--- src/rtl/pipeline_ctrl_if.sv ---
// Handshake bundle between the LEGv8 pipeline and its sequencer (pipeline_ctrl).
// PIPECTRL_PERF_EN adds the stall/flush performance counters to the bundle.
interface pipeline_ctrl_if #(
  parameter int COUNTERSIZE = 3
);
  logic                   stall_req;
  logic                   branch_taken;
  logic                   mem_wait;
  logic                   halt_req;
  logic [COUNTERSIZE-1:0] stage;
  logic                   pc_write;
  logic                   ifid_write;
  logic                   ifid_flush;
  logic                   idex_write;
  logic                   idex_flush;
  logic                   exmem_write;
  logic                   exmem_flush;
  logic                   memwb_write;
  logic                   halted;
`ifdef PIPECTRL_PERF_EN
  logic [31:0]            stall_cycles;
  logic [31:0]            flush_events;

  modport master (
    output stall_req, branch_taken, mem_wait, halt_req,
    input  stage, pc_write, ifid_write, ifid_flush, idex_write, idex_flush,
           exmem_write, exmem_flush, memwb_write, halted, stall_cycles, flush_events
  );
  modport slave (
    input  stall_req, branch_taken, mem_wait, halt_req,
    output stage, pc_write, ifid_write, ifid_flush, idex_write, idex_flush,
           exmem_write, exmem_flush, memwb_write, halted, stall_cycles, flush_events
  );
`else
  modport master (
    output stall_req, branch_taken, mem_wait, halt_req,
    input  stage, pc_write, ifid_write, ifid_flush, idex_write, idex_flush,
           exmem_write, exmem_flush, memwb_write, halted
  );
  modport slave (
    input  stall_req, branch_taken, mem_wait, halt_req,
    output stage, pc_write, ifid_write, ifid_flush, idex_write, idex_flush,
           exmem_write, exmem_flush, memwb_write, halted
  );
`endif
endinterface

--- src/rtl/pipeline_ctrl.sv ---
// LEGv8 5-stage pipeline sequencer: merges stall/branch/mem-wait/halt into register enables.
// Optional feature macro: PIPECTRL_PERF_EN (stall_cycles / flush_events counters).
module pipeline_ctrl #(
  parameter int COUNTERSIZE = 3,
  parameter int FILL_DEPTH  = 5
) (
  input  logic             clk,
  input  logic             reset,
  pipeline_ctrl_if.slave   bus
);

  typedef enum logic [1:0] {RUN, DRAIN, HALTED} state_t;

  state_t                 state, state_next;
  logic [COUNTERSIZE-1:0] stage;
  logic [COUNTERSIZE-1:0] drain_cnt, drain_next;
  logic                   advance;
  logic                   stall_act;
  logic                   branch_act;

  // NOTE: every signal gets a default first so no path through the case leaves one unassigned (no latches).
  always_comb begin
    state_next       = state;
    drain_next       = drain_cnt;
    advance          = 1'b0;
    stall_act        = 1'b0;
    branch_act       = 1'b0;
    bus.pc_write     = 1'b0;
    bus.ifid_write   = 1'b0;
    bus.ifid_flush   = 1'b0;
    bus.idex_write   = 1'b0;
    bus.idex_flush   = 1'b0;
    bus.exmem_write  = 1'b0;
    bus.exmem_flush  = 1'b0;
    bus.memwb_write  = 1'b0;
    bus.halted       = 1'b0;

    if (reset) begin
      bus.ifid_flush  = 1'b1;
      bus.idex_flush  = 1'b1;
      bus.exmem_flush = 1'b1;
    end else begin
      unique case (state)
        RUN, DRAIN: begin
          if (!bus.mem_wait) begin
            advance          = 1'b1;
            bus.ifid_write   = 1'b1;
            bus.idex_write   = 1'b1;
            bus.exmem_write  = 1'b1;
            bus.memwb_write  = 1'b1;
            if (bus.branch_taken) begin
              // The branch in MEM is older than anything draining, so it resumes fetch.
              branch_act      = 1'b1;
              bus.pc_write    = 1'b1;
              bus.ifid_flush  = 1'b1;
              bus.idex_flush  = 1'b1;
              bus.exmem_flush = 1'b1;
              state_next      = RUN;
            end else if (state == DRAIN) begin
              bus.ifid_flush = 1'b1;
              drain_next     = drain_cnt - COUNTERSIZE'(1);
              if (drain_cnt == COUNTERSIZE'(1)) state_next = HALTED;
            end else if (bus.stall_req) begin
              stall_act      = 1'b1;
              bus.ifid_write = 1'b0;
              bus.idex_flush = 1'b1;
            end else if (bus.halt_req) begin
              bus.ifid_flush = 1'b1;
              state_next     = DRAIN;
              drain_next     = COUNTERSIZE'(FILL_DEPTH - 2);
            end else begin
              bus.pc_write = 1'b1;
            end
          end
        end
        HALTED:  bus.halted = 1'b1;
        default: state_next = RUN;
      endcase
    end
  end

  // NOTE: sequential state uses non-blocking assignments so every register samples pre-edge values.
  always_ff @(posedge clk) begin
    if (reset) begin
      state     <= RUN;
      stage     <= '0;
      drain_cnt <= '0;
    end else begin
      state     <= state_next;
      drain_cnt <= drain_next;
      if (advance && stage != COUNTERSIZE'(FILL_DEPTH)) stage <= stage + COUNTERSIZE'(1);
    end
  end

  assign bus.stage = stage;

`ifdef PIPECTRL_PERF_EN
  logic [31:0] stall_cycles;
  logic [31:0] flush_events;

  always_ff @(posedge clk) begin
    if (reset) begin
      stall_cycles <= '0;
      flush_events <= '0;
    end else begin
      if (stall_act)  stall_cycles <= stall_cycles + 32'd1;
      if (branch_act) flush_events <= flush_events + 32'd1;
    end
  end

  assign bus.stall_cycles = stall_cycles;
  assign bus.flush_events = flush_events;
`else
  logic unused_perf;
  assign unused_perf = stall_act ^ branch_act;
`endif

endmodule
--- src/flat_wrapper.sv ---
// flat-port wrapper written by rule: the top's interface ports become plain ports
module pipeline_ctrl_flat 
#(
  parameter int COUNTERSIZE = 3,
  parameter int FILL_DEPTH  = 5
)
  (clk, reset, bus_stall_req, bus_branch_taken, bus_mem_wait, bus_halt_req, bus_stage, bus_pc_write, bus_ifid_write, bus_ifid_flush, bus_idex_write, bus_idex_flush, bus_exmem_write, bus_exmem_flush, bus_memwb_write, bus_halted);
  pipeline_ctrl_if #(.COUNTERSIZE(COUNTERSIZE)) bus_i ();
  input  logic clk;
  input  logic reset;
  input wire logic [$bits(bus_i.stall_req)-1:0] bus_stall_req;
  input wire logic [$bits(bus_i.branch_taken)-1:0] bus_branch_taken;
  input wire logic [$bits(bus_i.mem_wait)-1:0] bus_mem_wait;
  input wire logic [$bits(bus_i.halt_req)-1:0] bus_halt_req;
  output wire logic [$bits(bus_i.stage)-1:0] bus_stage;
  output wire logic [$bits(bus_i.pc_write)-1:0] bus_pc_write;
  output wire logic [$bits(bus_i.ifid_write)-1:0] bus_ifid_write;
  output wire logic [$bits(bus_i.ifid_flush)-1:0] bus_ifid_flush;
  output wire logic [$bits(bus_i.idex_write)-1:0] bus_idex_write;
  output wire logic [$bits(bus_i.idex_flush)-1:0] bus_idex_flush;
  output wire logic [$bits(bus_i.exmem_write)-1:0] bus_exmem_write;
  output wire logic [$bits(bus_i.exmem_flush)-1:0] bus_exmem_flush;
  output wire logic [$bits(bus_i.memwb_write)-1:0] bus_memwb_write;
  output wire logic [$bits(bus_i.halted)-1:0] bus_halted;
  assign bus_i.stall_req = bus_stall_req;
  assign bus_i.branch_taken = bus_branch_taken;
  assign bus_i.mem_wait = bus_mem_wait;
  assign bus_i.halt_req = bus_halt_req;
  assign bus_stage = bus_i.stage;
  assign bus_pc_write = bus_i.pc_write;
  assign bus_ifid_write = bus_i.ifid_write;
  assign bus_ifid_flush = bus_i.ifid_flush;
  assign bus_idex_write = bus_i.idex_write;
  assign bus_idex_flush = bus_i.idex_flush;
  assign bus_exmem_write = bus_i.exmem_write;
  assign bus_exmem_flush = bus_i.exmem_flush;
  assign bus_memwb_write = bus_i.memwb_write;
  assign bus_halted = bus_i.halted;
  pipeline_ctrl #(.COUNTERSIZE(COUNTERSIZE), .FILL_DEPTH(FILL_DEPTH)) u_core (.clk(clk), .reset(reset), .bus(bus_i));
endmodule
--- config.mk ---
export PLATFORM = sky130hd
export DESIGN_NAME = pipeline_ctrl_flat
export DESIGN_NICKNAME = d
export VERILOG_FILES = /design/src/rtl/pipeline_ctrl_if.sv /design/src/rtl/pipeline_ctrl.sv /design/src/flat_wrapper.sv
export SDC_FILE = /design/constraint.sdc
export NUM_CORES = 1
export LEC_CHECK = 0
export CORE_MARGIN = 8
export CORE_UTILIZATION = 35
export CTS_CLUSTER_SIZE = 24
export DETAILED_ROUTE_END_ITERATION = 10
export PLACE_DENSITY = 0.65
export SETUP_SLACK_MARGIN = 0.15
export SKIP_LAST_GASP = 1
export SLEW_MARGIN = 15
export SYNTH_ARGS = -nofsm -noshare
export SYNTH_HDL_FRONTEND = slang
export SYNTH_SLANG_ARGS = --single-unit
--- constraint.sdc ---
create_clock -name clk -period 3.92 [get_ports clk]
set_clock_uncertainty 0.05 [all_clocks]
set_input_delay 0.784 -clock clk [delete_from_list [all_inputs] [get_ports clk]]
set_output_delay 0.784 -clock clk [all_outputs]
set_load 0.01 [all_outputs]
==> results of run 1 <==
==> cell usage in the layout (no fill, tap or decap), drive strengths merged <==
cell / count
a211oi: 3
a21oi: 5
a311o: 1
and3b: 1
and4b: 2
buf: 1
clkbuf: 3
clkdlybuf4s50: 17
dfxtp: 8
ha: 4
inv: 4
nand2: 5
nand2b: 2
nor2: 5
nor2b: 2
nor3: 3
nor4b: 2
o211ai: 1
o21a: 1
o21ai: 1
o31ai: 2
o32ai: 1
or2b: 1
or3b: 1
or4b: 1
xnor2: 1
==> registers in the layout (all words and copies together), names as in the netlist <==
name,count
u_core.state,2
u_core.drain_cnt,3
u_core.bus.stage,3
==> cell type report <==
type / instances / area share (%)
repair buffers: 18 / 25.0
multi-input cells: 45 / 44.3
flip-flops and latches: 8 / 22.6
well taps: 16 / 2.82
inverters: 4 / 2.12
clock buffers: 3 / 3.17
==> stage by stage <==
step	std cells	util, %	area [µm²]	setup slack (ns)
2_1_floorplan	61	-	519	1.39
6_report	94	48.8	709	0.623
3_3_place_gp	91	47.2	687	0.688
3_5_place_dp	91	47.2	687	0.594
5_1_grt	94	48.8	709	0.467
4_1_cts	94	48.8	709	0.596
==> kinds of logic (layout without fill, tap and decap cells) <==
family,after synthesis,after routing,share of synthesized area [%]
xor gates and xnor gates,1,1,1.69
DFF,8,8,30.8
and+or+nand+nor,25,25,29.6
buffers and inverters,8,25,8.67
AOI/OAI and AO/OA,15,15,19.5
adders and majority gates,4,4,9.64
==> worst max-delay path by stage <==
stage	cells after the start	to	slack, ns	startpoint
5_1_grt	4	bus_pc_write	0.47	bus_mem_wait
3_3_place_gp	4	bus_pc_write	0.69	bus_mem_wait
4_1_cts	4	bus_ifid_write	0.60	bus_mem_wait
3_5_place_dp	4	bus_ifid_write	0.59	bus_mem_wait
6_report	4	bus_pc_write	0.62	bus_mem_wait
2_1_floorplan	3	bus_pc_write	1.39	reset
==> critical path, stage by stage <==
cell and delay, ns:
clkdlybuf4s50_1 0.51, nor3_1 0.44, nor2b_1 0.18, clkdlybuf4s50_1 0.54
==> power breakdown <==
part           switching, µW  internal, µW
combinational           21.1          25.9
sequential              4.02          85.2
clock                   29.3          35.1
total                   54.4           146
==> synth_stat cells <==
cell type / instances / area, µm²
inv_1: 4 / 15.0
nor2b_1: 2 / 12.5
a21oi_1: 5 / 25.0
ha_1: 4 / 50.1
nor3_1: 3 / 15.0
or4b_4: 1 / 13.8
or2b_1: 1 / 7.51
o32ai_1: 1 / 8.76
nor4b_1: 2 / 17.5
dfxtp_1: 8 / 160
nand2_1: 5 / 18.8
o21a_1: 1 / 7.51
nor2_1: 5 / 18.8
o31ai_1: 2 / 15.0
and3b_1: 1 / 8.76
and4b_1: 2 / 20.0
buf_6: 1 / 11.3
buf_4: 2 / 15.0
nand2b_1: 2 / 12.5
clkbuf_1: 1 / 3.75
xnor2_1: 1 / 8.76
o211ai_1: 1 / 7.51
a311o_1: 1 / 10.0
o21ai_1: 1 / 5.00
a211oi_1: 3 / 22.5
or3b_1: 1 / 8.76
==> layer usage <==
metal | GRT usage [%] | vias to the layer above | share of wire [%]
li1 | - | 253 | -
met1 | 10.1 | 216 | 44
met2 | 14.3 | 9 | 49
met3 | 5.16 | 0 | 7.0
met4 | 2.46 | 0 | 0
met5 | 0 | - | 0
==> insert_results.sql, run 1 <==
INSERT INTO impl_metrics (metric_group, metric, value, unit) VALUES
('drt', 'route.detailed.vias_per_inst', '5.09', ''),
('critical_path', 'rr_endpoint', 'u_core.state[1]', ''),
('clock_network', 'worst_setup_hold_path_clk_slew', '0.06', 'ns'),
('clock_network', 'post_cts_hold_buffer_count', '0', ''),
('die', 'design.portCount', '18', ''),
('global_routing', 'groute.usage.overall', '9.00', '%'),
('drt', 'detail_route.iter0.violations', '2', ''),
('drt', 'detailroute.via_count', '478', ''),
('global_routing', 'first_global_vias', '453', ''),
('yosys', 'synth.net_count', '71', ''),
('sta', 'worst_pin_slew', '0.450', 'ns'),
('yosys', 'yosys_warnings', '0', ''),
('cells_and_area', 'multi_input_comb_area', '314', 'µm²'),
('clock_network', 'tritoncts_num_sinks', '8', ''),
('clock_network', 'post-cts-setup-buffer-count', '0', ''),
('critical_path', 'worst_setup_path_start_kind', 'primary input', ''),
('sta', 'whs', '0.433', 'ns'),
('die', 'die_width', '54.5', 'µm'),
('clock_network', 'cts_buffers', '3', ''),
('yosys', 'ys_types', '26', ''),
('sta', 'timing.fmax', '303', 'MHz'),
('hold_path', 'min_delay_worst_endpoint', 'u_core.drain_cnt[0]', ''),
('power', 'power.ir.vdd_worst', '180', 'µV'),
('drt', 'postRouteWirelength', '1190', 'µm'),
('die', 'die_height', '54.5', 'µm'),
('clock_network', 'htree_num_levels', '1', ''),
('critical_path', 'r2r_setup_slack', '2.30', 'ns'),
('sta', 'drv_slew', '0', ''),
('die', 'initial_utilization', '35.7', '%'),
('job', 'timing.max_cap.violations', '0', ''),
('sta', 'report.final.hold_viol_count', '0', ''),
('critical_path', 'crit_path_end_kind', 'output port', ''),
('sta', 'unrepaired_setup_endpoints_after_global_routing', 'no', ''),
('cells_and_area', 'share_of_final_layout_standard_cells_stronger_than_drive_strength_1', '6.41', '%'),
('clock_network', 'cts_tree', 'done', ''),
('die', 'fp.dieArea', '2970', 'µm²'),
('power', 'power-per-cell-area', '283', 'nW/µm²'),
('yosys', 'avgSynthCellArea', '8.51', 'µm²'),
('drt', 'detail-route-antenna-nets', '0', ''),
('critical_path', 'critPathKind', 'primary input to output port', ''),
('global_routing', 'first_pass_grt_wire_length', '1960', 'µm'),
('cells_and_area', 'layout-area-overhead-vs-synth', '36.6', '%'),
('clock_network', 'clock_insertion_delay_worst_skew', '0.26', 'ns'),
('cells_and_area', 'antennaDiodeCount', '0', ''),
('critical_path', 'reg2reg_depth', '3', ''),
('clock_network', 'ctsResizeCount', '0', ''),
('die', 'rows', '14', ''),
('placement', 'placement.io_buffers', '17', ''),
('cells_and_area', 'regArea', '160', 'µm²'),
('cells_and_area', 'design.final.nets', '90', ''),
('clock_network', 'clk_path_buf_depth', '2', ''),
('drt', 'routedWlPerCell', '12.6', 'µm'),
('hold_path', 'worst_hold_path.num_cells', '2', ''),
('hold_path', 'worst_hold_startpoint', 'u_core.drain_cnt[0]', ''),
('sta', 'timing.final.setup_violations', '0', ''),
('sta', 'tns', '0', 'ns'),
('global_routing', 'antenna_found_initial', '0', ''),
('critical_path', 'timing.critical_path.fanout_max', '7', ''),
('power', 'post-layout-total-power', '201', 'µW'),
('yosys', 'synth_cells', '61', ''),
('die', 'core-area', '1450', 'µm²'),
('critical_path', 'regToRegStartpoint', 'u_core.state[0]', ''),
('power', 'reported_leakage_power', '0.000271', 'µW'),
('run_status', 'run_status', 'complete, no violations', ''),
('clock_network', 'cts.root.buffer_cell', 'clkbuf_4', ''),
('critical_path', 'worst_ep_required_time', '3.09', 'ns'),
('hold_path', 'hold_crit_class', 'flop to flop', ''),
('global_routing', 'globalRoute.totalOverflow', '0', ''),
('yosys', 'seq_area_frac_synth', '30.8', '%'),
('yosys', 'ys_ff_latch', '8', ''),
('critical_path', 'worst-endpoint-arrival', '2.46', 'ns'),
('sta', 'final_min_period_over_clock_period', '84.1', '%'),
('placement', 'dp_hpwl', '954', 'µm'),
('sta', 'slew_headroom', '69.7', '%'),
('sta', 'finalWorstPathRequiredPeriod', '3.30', 'ns'),
('yosys', 'syn-cell-area', '519', 'µm²'),
('drt', 'route.detailed.drc', '0', ''),
('global_routing', 'grt_max_degree', '13', ''),
('cells_and_area', 'nFillCells', '147', ''),
('placement', 'final_weighted_congestion_in_routability_driven_placement', '0.666', ''),
('drt', 'drtPass1Iterations', '2', '');
(Power assumes the default switching activity.)
==> run 2, diff against run 1 <==
==> constraint.sdc (replaced) <==
create_clock -name clk -period 3.1 [get_ports clk]
set_clock_uncertainty 0.05 [all_clocks]
set_input_delay 0.62 -clock clk [delete_from_list [all_inputs] [get_ports clk]]
set_output_delay 0.62 -clock clk [all_outputs]
set_load 0.01 [all_outputs]
==> run 2 against run 1 <==
Against the previous run:
- routed wire length up 1.0%
- clock-buffer cell count unchanged
- worst hold slack got worse by 0.012 ns
- final cell count increased by 1.1%
- combinational power increased by 30%
- via count grew 0.63%
- die area stayed put
==> insert_results.sql, run 2 (synthesis gave the netlist of run 1 again) <==
INSERT INTO impl_metrics (metric_group, metric, value, unit) VALUES
('cells_and_area', 'antennaDiodeCount', '0', ''),
('sta', 'timing.final.setup_violations', '0', ''),
('drt', 'drtPass1Iterations', '3', ''),
('sta', 'drv_slew', '0', ''),
('global_routing', 'groute.usage.overall', '8.88', '%'),
('cells_and_area', 'design.final.nets', '91', ''),
('run_status', 'run_status', 'complete, no violations', ''),
('drt', 'detail-route-antenna-nets', '0', ''),
('sta', 'timing.fmax', '358', 'MHz'),
('clock_network', 'post_cts_hold_buffer_count', '0', ''),
('power', 'power-per-cell-area', '353', 'nW/µm²'),
('power', 'power.ir.vdd_worst', '268', 'µV'),
('critical_path', 'crit_path_end_kind', 'output port', ''),
('hold_path', 'hold_crit_class', 'flop to flop', ''),
('sta', 'whs', '0.421', 'ns'),
('global_routing', 'antenna_found_initial', '0', ''),
('cells_and_area', 'layout-area-overhead-vs-synth', '39.0', '%'),
('die', 'design.portCount', '18', ''),
('clock_network', 'htree_num_levels', '1', ''),
('cells_and_area', 'nFillCells', '147', ''),
('global_routing', 'first_pass_grt_wire_length', '1910', 'µm'),
('power', 'post-layout-total-power', '255', 'µW'),
('cells_and_area', 'final_cell_mix', 'clkdlybuf4s50_1, dfxtp_1, nor2_1, nand2_1, a21oi_1', ''),
('clock_network', 'worst_setup_hold_path_clk_slew', '0.06', 'ns'),
('critical_path', 'worst_setup_path_start_kind', 'primary input', ''),
('sta', 'unrepaired_setup_endpoints_after_global_routing', 'no', ''),
('clock_network', 'clk_path_buf_depth', '2', ''),
('job', 'timing.max_cap.violations', '0', ''),
('clock_network', 'cts.root.buffer_cell', 'clkbuf_4', ''),
('critical_path', 'critPathKind', 'primary input to output port', ''),
('drt', 'routedWlPerCell', '12.6', 'µm'),
('drt', 'route.detailed.vias_per_inst', '5.06', ''),
('critical_path', 'worst-endpoint-arrival', '2.13', 'ns'),
('die', 'initial_utilization', '35.7', '%'),
('die', 'die_width', '54.5', 'µm'),
('die', 'core-area', '1450', 'µm²'),
('placement', 'dp_hpwl', '960', 'µm'),
('cells_and_area', 'final_common_cell', 'clkdlybuf4s50_1', ''),
('hold_path', 'worst_hold_path.num_cells', '2', ''),
('clock_network', 'post-cts-setup-buffer-count', '0', ''),
('drt', 'route.detailed.drc', '0', ''),
('global_routing', 'first_global_vias', '435', ''),
('global_routing', 'grt_max_degree', '12', ''),
('cells_and_area', 'share_of_final_layout_standard_cells_stronger_than_drive_strength_1', '8.86', '%'),
('critical_path', 'worst_ep_required_time', '2.43', 'ns'),
('sta', 'report.final.hold_viol_count', '0', ''),
('die', 'rows', '14', ''),
('clock_network', 'ctsResizeCount', '0', ''),
('sta', 'finalWorstPathRequiredPeriod', '2.80', 'ns'),
('critical_path', 'timing.critical_path.fanout_max', '7', ''),
('die', 'die_height', '54.5', 'µm'),
('critical_path', 'reg2reg_depth', '3', ''),
('placement', 'final_weighted_congestion_in_routability_driven_placement', '0.736', ''),
('drt', 'detailroute.via_count', '481', ''),
('clock_network', 'cts_tree', 'done', ''),
('sta', 'final_min_period_over_clock_period', '90.2', '%'),
('cells_and_area', 'reg_top3', 'u_core.bus.stage (3), u_core.drain_cnt (3), u_core.state (2)', ''),
('sta', 'tns', '0', 'ns'),
('sta', 'slew_headroom', '70.2', '%'),
('placement', 'placement.io_buffers', '17', ''),
('sta', 'worst_pin_slew', '0.444', 'ns'),
('clock_network', 'clock_insertion_delay_worst_skew', '0.26', 'ns'),
('clock_network', 'cts_buffers', '3', ''),
('global_routing', 'globalRoute.totalOverflow', '0', ''),
('drt', 'postRouteWirelength', '1200', 'µm'),
('power', 'reported_leakage_power', '0.000278', 'µW'),
('die', 'fp.dieArea', '2970', 'µm²'),
('drt', 'detail_route.iter0.violations', '6', ''),
('clock_network', 'tritoncts_num_sinks', '8', '');
run 2: cell types whose count changed in the layout (fill, tap and decap cells not counted):
cell,previous run,this run
buf_4,1,2
nor3_1,3,2
nor3_2,0,1
run 2: cell type report:
cell class / instances / area (µm²) / share of cell area (%)
repair buffers: 19 / 185 / 25.6
well taps: 16 / 20.0 / 2.77
clock buffers: 3 / 22.5 / 3.12
flip-flops and latches: 8 / 160 / 22.2
inverters: 4 / 15.0 / 2.08
multi-input cells: 45 / 319 / 44.2
run 2: where the power goes:
part	leakage [µW]	total, µW	internal (µW)	switching, µW
combinational	0.000199	60.9	33.8	27.1
clock	0.0000138	81.1	44.4	36.7
sequential	0.0000652	113	108	4.83
total	0.000278	255	186	68.6
run 2: metal layers:
layer	wire length (µm)	track usage (%)
met2	542	13.5
met4	10	3.69
met1	567	9.91
met3	80	5.16
met5	0	0
run 2: final timing paths:
check                      startpoint                   to  slack (ns)
hold reg to reg   u_core.drain_cnt[0]  u_core.drain_cnt[0]        0.42
setup reg to reg      u_core.state[1]      u_core.state[1]        1.47
setup / recovery         bus_mem_wait       bus_ifid_flush        0.30
hold / removal    u_core.drain_cnt[0]  u_core.drain_cnt[0]        0.42
run 2: worst max-delay path, stage by stage:
cell             delay (ns)
clkdlybuf4s50_1        0.52
nor2_1                 0.27
o31ai_1                0.11
nand2_1                0.08
clkdlybuf4s50_1        0.53
run 2: per-stage QoR:
stage	cell area, µm²	std cells	setup WS [ns]	util [%]
after floorplan	519	61	0.893	-
after global placement	694	92	0.297	47.8
after detailed placement	694	92	0.257	47.8
after CTS	717	95	0.246	49.3
after global routing	722	95	0.217	49.7
final	722	95	0.304	49.7
